$ cat config.mk
export PLATFORM = sky130hd
export DESIGN_NAME = id_ex_stage_reg
export DESIGN_NICKNAME = d
export VERILOG_FILES = /design/src/rtl/mips_pipe_pkg.sv /design/src/rtl/id_ex_stage_reg_load_use_detect.sv /design/src/rtl/id_ex_stage_reg.sv
export SDC_FILE = /design/constraint.sdc
export NUM_CORES = 1
export LEC_CHECK = 0
export CORE_MARGIN = 5
export CORE_UTILIZATION = 36
export CTS_BUF_LIST = sky130_fd_sc_hd__clkbuf_8
export DETAILED_ROUTE_END_ITERATION = 10
export MAX_ROUTING_LAYER = met4
export PLACE_DENSITY = 0.85
export SYNTH_ARGS = -nofsm -noshare
export SYNTH_HDL_FRONTEND = slang
export SYNTH_SLANG_ARGS = --single-unit
export TNS_END_PERCENT = 30
$ cat constraint.sdc
create_clock -name clk -period 2 [get_ports clk]
set_input_delay 0.4 -clock clk [delete_from_list [all_inputs] [get_ports clk]]
set_output_delay 0.4 -clock clk [all_outputs]
set_load 0.05 [all_outputs]
$ cat src/rtl/mips_pipe_pkg.sv
// Shared definitions for the 5-stage MIPS pipeline registers: default widths,
// control-bundle bit layout and the all-zero bubble control word.
package mips_pipe_pkg;

   localparam int XLEN_DEF   = 32;
   localparam int RA_W_DEF   = 5;
   localparam int CTRL_W_DEF = 9;

   // Control bundle: {immediate, aluop[1:0], regwrite, memtoreg, memwrite, memread, regdst, alusrc}
   localparam int CTRL_ALUSRC   = 0;
   localparam int CTRL_REGDST   = 1;
   localparam int CTRL_MEMREAD  = 2;
   localparam int CTRL_MEMWRITE = 3;
   localparam int CTRL_MEMTOREG = 4;
   localparam int CTRL_REGWRITE = 5;
   localparam int CTRL_ALUOP_LO = 6;
   localparam int CTRL_ALUOP_HI = 7;
   localparam int CTRL_IMM      = 8;

   localparam logic [CTRL_W_DEF-1:0] CTRL_BUBBLE = '0;

endpackage

$ cat src/rtl/id_ex_stage_reg_load_use_detect.sv
// Combinational load-use hazard compare between the load sitting in EX and the
// instruction presented by decode; shared by the ID/EX and IF/ID stages.
module load_use_detect
   import mips_pipe_pkg::*;
#(
   parameter int RA_W = RA_W_DEF
) (
   input  logic            ex_valid,
   input  logic            ex_memread,
   input  logic [RA_W-1:0] ex_rt,
   input  logic            id_valid,
   input  logic [RA_W-1:0] id_rs,
   input  logic [RA_W-1:0] id_rt,
   input  logic            id_uses_rt,
   output logic            hazard_luse
);

   logic rs_match;
   logic rt_match;

   assign rs_match = (ex_rt == id_rs);
   assign rt_match = id_uses_rt & (ex_rt == id_rt);

   // A load into $0 produces nothing to wait for.
   assign hazard_luse = ex_valid & ex_memread & (ex_rt != '0) & id_valid
                      & (rs_match | rt_match);

endmodule

$ cat src/rtl/id_ex_stage_reg.sv
// ID/EX pipeline register with valid/ready handshake, stall, flush and load-use
// bubble insertion. Optional counters enabled by macro ID_EX_PERF_CNT_EN.
module id_ex_stage_reg
   import mips_pipe_pkg::*;
#(
   parameter int XLEN   = XLEN_DEF,
   parameter int RA_W   = RA_W_DEF,
   parameter int CTRL_W = CTRL_W_DEF
) (
   input  logic              clk,
   input  logic              rst_n,
   input  logic              id_valid,
   output logic              id_ready,
   input  logic [XLEN-1:0]   id_rdata1,
   input  logic [XLEN-1:0]   id_rdata2,
   input  logic [XLEN-1:0]   id_imm,
   input  logic [XLEN-1:0]   id_lui,
   input  logic [RA_W-1:0]   id_rs,
   input  logic [RA_W-1:0]   id_rt,
   input  logic [RA_W-1:0]   id_rd,
   input  logic              id_uses_rt,
   input  logic [CTRL_W-1:0] id_ctrl,
   input  logic              stall,
   input  logic              flush,
   input  logic              ex_ready,
   output logic              ex_valid,
   output logic [XLEN-1:0]   ex_rdata1,
   output logic [XLEN-1:0]   ex_rdata2,
   output logic [XLEN-1:0]   ex_imm,
   output logic [XLEN-1:0]   ex_lui,
   output logic [RA_W-1:0]   ex_rs,
   output logic [RA_W-1:0]   ex_rt,
   output logic [RA_W-1:0]   ex_rd,
   output logic [CTRL_W-1:0] ex_ctrl,
   output logic              hazard_luse
`ifdef ID_EX_PERF_CNT_EN
   ,
   output logic [31:0]       perf_bubbles,
   output logic [31:0]       perf_stalls
`endif
);

   logic              vld_p1;
   logic [CTRL_W-1:0] ctrl_p1;
   logic [XLEN-1:0]   rdata1_p1;
   logic [XLEN-1:0]   rdata2_p1;
   logic [XLEN-1:0]   imm_p1;
   logic [XLEN-1:0]   lui_p1;
   logic [RA_W-1:0]   rs_p1;
   logic [RA_W-1:0]   rt_p1;
   logic [RA_W-1:0]   rd_p1;
   logic              advance;
   logic              luse;

   load_use_detect #(
      .RA_W (RA_W)
   ) u_luse (
      .ex_valid    (vld_p1),
      .ex_memread  (ctrl_p1[CTRL_MEMREAD]),
      .ex_rt       (rt_p1),
      .id_valid    (id_valid),
      .id_rs       (id_rs),
      .id_rt       (id_rt),
      .id_uses_rt  (id_uses_rt),
      .hazard_luse (luse)
   );

   assign advance     = (ex_ready | ~vld_p1) & ~stall;
   assign hazard_luse = luse;
   assign id_ready    = advance & ~luse & ~flush;

   // ---- ID -> EX boundary ----
   always_ff @(posedge clk or negedge rst_n) begin
      if (!rst_n) begin
         vld_p1    <= 1'b0;
         ctrl_p1   <= CTRL_BUBBLE[CTRL_W-1:0];
         rdata1_p1 <= '0;
         rdata2_p1 <= '0;
         imm_p1    <= '0;
         lui_p1    <= '0;
         rs_p1     <= '0;
         rt_p1     <= '0;
         rd_p1     <= '0;
      end else if (flush) begin
         // Data fields hold; only valid and control are cleared.
         vld_p1  <= 1'b0;
         ctrl_p1 <= CTRL_BUBBLE[CTRL_W-1:0];
      end else if (advance) begin
         if (luse || !id_valid) begin
            vld_p1  <= 1'b0;
            ctrl_p1 <= CTRL_BUBBLE[CTRL_W-1:0];
         end else begin
            vld_p1    <= 1'b1;
            ctrl_p1   <= id_ctrl;
            rdata1_p1 <= id_rdata1;
            rdata2_p1 <= id_rdata2;
            imm_p1    <= id_imm;
            lui_p1    <= id_lui;
            rs_p1     <= id_rs;
            rt_p1     <= id_rt;
            rd_p1     <= id_rd;
         end
      end
   end

   assign ex_valid  = vld_p1;
   assign ex_ctrl   = ctrl_p1;
   assign ex_rdata1 = rdata1_p1;
   assign ex_rdata2 = rdata2_p1;
   assign ex_imm    = imm_p1;
   assign ex_lui    = lui_p1;
   assign ex_rs     = rs_p1;
   assign ex_rt     = rt_p1;
   assign ex_rd     = rd_p1;

`ifdef ID_EX_PERF_CNT_EN
   function automatic logic [31:0] sat_inc(input logic [31:0] v);
      return (&v) ? v : v + 32'd1;
   endfunction

   logic [31:0] bubbles_q;
   logic [31:0] stalls_q;

   always_ff @(posedge clk or negedge rst_n) begin
      if (!rst_n) begin
         bubbles_q <= '0;
         stalls_q  <= '0;
      end else begin
         if (!flush && advance && luse) bubbles_q <= sat_inc(bubbles_q);
         if (vld_p1 && !advance)        stalls_q  <= sat_inc(stalls_q);
      end
   end

   assign perf_bubbles = bubbles_q;
   assign perf_stalls  = stalls_q;
`endif

endmodule
==> impl_results.md <==
- Outcome: finished with violations
- Failing checks: setup timing
- Switch share: 0.4029
- Clock network power share: 0.209
- Nets: 911
- Total net switching power: 4552 uW
- Reg2reg setup slack: -0.57 ns
- Final wirelength: 21010 um
- Diodes inserted: 0
- Comb power frac: 0.430
- Slowest CP cell: or4_4
- Grt ovf: 0
- Clock slew at reported path FFs: 0.08 ns
- Die X: 137.7 um
- Pwr dens: 1029 nW/um2
- Max-slew violation count: 0
- FMAX: 0.3868 GHz
- Setup Crit Path Kind: reg -> out
- Final WS setup: -0.5850 ns
- TritonCTS sink count: 153
- Worst reg-to-reg path cell count: 11
- Distinct cells, synth: 20
- Dominant synthesized flop cell: dfrtp_1
- Synth cell count leaders: 153 x dfrtp_1, 73 x mux2_2, 70 x mux2_1
- Initial antenna violation count: 0
- Seq pwr share: 0.361
- Worst Hold Class: in -> reg
- Worst EP required: 1.60 ns
- Cell class contributing the biggest share of worst-path delay: simple AND/OR/NAND/NOR gates
- Most frequent cell after synthesis: dfrtp_1
- CP max stage delay: 0.54 ns
- Share of layout cells above drive strength 1: 0.3542
- Placed insts: 915
- Fillers: 1048
- HPWL Detailed: 14270 um
- WP buf/inv: 2
- Lkg Pwr: 0.005513 uW
- Synth warnings: 0
- Root Driver: clkbuf_8
- Asr flop ratio synth: 1.000
- Critical path arrival: 2.19 ns
- Drt drc: 0
- Post-route ant nets: 0
- Element type at the critical path start: register
- R2r endpoint: ex_rdata2[30]
- Int Power: 6747 uW
- Synth top area share: 0.6525
- Synth top area cells: dfrtp_1 65%, mux2_2 14%, mux2_1 13%
- Hold Startpoint: id_rt[3]
- FF+latch area: 3835 um2
- Port bufs: 313
- Fin Clk Skew: 0.01213 ns
- Multi-input gate area: 2431 um2
- Area growth from synthesis to layout: 87.14%
- Largest net degree at the start of global routing: 55
- Setup-failing EPs final: 155
- Initial Util: 0.3681
- Max cap viols: 0
- Mapped Nets: 524
- CTS Buf Count: 17
- Vias in the first global route: 5486
- Global-route wire length before repair: 31380 um
- Period utilisation layout: 1.293
- R2r startpoint: ex_rt[3]
- Ports: 314
- Clock Latency Late Sink: 0.43 ns
- Die Y: 137.7 um
- Tightest Pin Transition: 0.5612 ns
- EDFF count, synth: 0
- Total GRT Usage: 0.2278
- Worst-path maximum fanout: 4
- Hold depth: 2
- Clock Path Buffers: 2
- Die ar.: 18950 um2
- Cell Chain, Critical Path: or4_4 > o2111ai_2 > buf_4 > nor2_4 > nor3b_4 > buf_12
- Post-layout util: 0.6888
- GPL Wtd Cong: 0.7976
- Vias per std cell: 4.738
- Post-Synthesis Cells: 365
- Row count: 46
- Synth area leader: dfrtp_1
- Register area share after synthesis: 0.6525
- RSZ-0062 raised after global routing: yes
- Core ar.: 15940 um2
- 1st-pass router iterations: 4
- Slew HR: 0.6273
- Cell area after synthesis: 5868 um2
- Synth Area per Inst: 16.08 um2
- # H-tree levels: 4
- Hold Path Sink: ex_rt[3]
- Finished Layout Cells: 981
- Worst VDD drop: 0.6682 mV
- Drt initial violations: 140
- WL/cell: 21.42 um
- CTS tree: done
- Crit end category: output pin
- Vias after detailed routing: 4648
- Synthesized flop and latch total: 153
- Final Critical Period: 2.585 ns
- Final Hold Vio Count: 0
-- metrics by stage --
step,instance area (um2),hold slack (ns),setup WS (ns),TNS [ns],total power [uW]
final,10980,0.3633,-0.5850,-71.54,11300
after global routing,10980,0.3129,-0.6622,-83.56,11730
after CTS,11030,0.4753,-0.6087,-69.33,11360
after detailed placement,9721,0.3694,-0.8343,-116.09,8965
after global placement,9721,0.3641,-0.7644,-106.59,8840
after floorplan,6088,0.1044,-0.3998,-41.60,6971
-- cell usage in the layout, fill, tap and decap left out, drive strengths merged --
cell and count:
a21oi 1, a32oi 1, buf 86, bufinv 3
clkbuf 17, clkdlybuf4s50 156, clkinv 1, clkinvlp 4
dfrtp 153, dlygate4sd2 141, dlygate4sd3 1, dlymetal6s2s 1
inv 18, mux2 143, nand2 11, nor2 3
nor3 1, nor3b 1, nor4 1, o2111ai 2
o21ai 9, or4 1, xnor2 1, xor2 9
-- layer usage --
layer	wire length, um	part of all wire	up-vias	GRT usage
met2	10990	0.52	235	0.3972
met4	501	0.024	0	0.08537
met3	1938	0.092	36	0.07962
met1	7580	0.36	2337	0.2369
met5	0	0	-	-
li1	-	-	2040	-
-- cell families (layout without fill, tap and decap cells) --
kind of cell | Yosys count | after routing | synth area share
compound gates | 13 | 13 | 0.01514
xor+xnor | 10 | 10 | 0.01493
buf+inv | 28 | 428 | 0.02964
flops | 153 | 153 | 0.6525
mux | 143 | 143 | 0.2744
simple gates | 18 | 18 | 0.01343
-- power groups by stage --
stage	logic [uW]	registers [uW]	clock network (uW)
after floorplan	757	6210	0
after global placement	4770	4070	0
after detailed placement	4850	4110	0
after CTS	4870	4060	2430
after global routing	5020	4140	2570
final	4860	4080	2370
-- what timing repair did --
action / CTS / global route
setup endpoints to repair: 293 / 155
setup buffers: 27 / 4
hold buffers: 1 / 0
pin swaps: 6 / 6
gates resized for setup: 294 / 10
endpoints found under the hold margin: 42 / 0
gates cloned: 10 / 0
-- flip-flops by register name, summed over array words and instances (netlist names) --
| signal | cells |
|---|---|
| ex_imm | 32 |
| ex_lui | 32 |
| ex_rdata1 | 32 |
| ex_rdata2 | 32 |
| ex_ctrl | 9 |
| ex_rd | 5 |
| ex_rs | 5 |
| ex_rt | 5 |
| ex_valid | 1 |
-- area by class of cell --
cell class | instances | share of cell area
repair buffers | 385 | 0.3650
flip-flops and latches | 153 | 0.3492
multi-input cells | 184 | 0.2214
well taps | 216 | 0.02461
clock buffers | 17 | 0.02131
clock inverters | 15 | 0.01470
inverters | 11 | 0.003760
-- how the worst max path moves through the flow --
| stage | startpoint | to | slack [ns] | cells after the start |
|---|---|---|---|---|
| 4_1_cts | ex_rt[1] | id_ready | -0.61 | 6 |
| 5_1_grt | ex_rt[1] | id_ready | -0.66 | 6 |
| 3_5_place_dp | id_rt[3] | ex_rdata1[24] | -0.83 | 8 |
| 6_report | ex_rt[1] | id_ready | -0.59 | 6 |
| 2_1_floorplan | ex_rt[0] | id_ready | -0.40 | 4 |
| 3_3_place_gp | id_rt[3] | ex_rdata1[18] | -0.76 | 8 |
(Power assumes the default switching activity.)
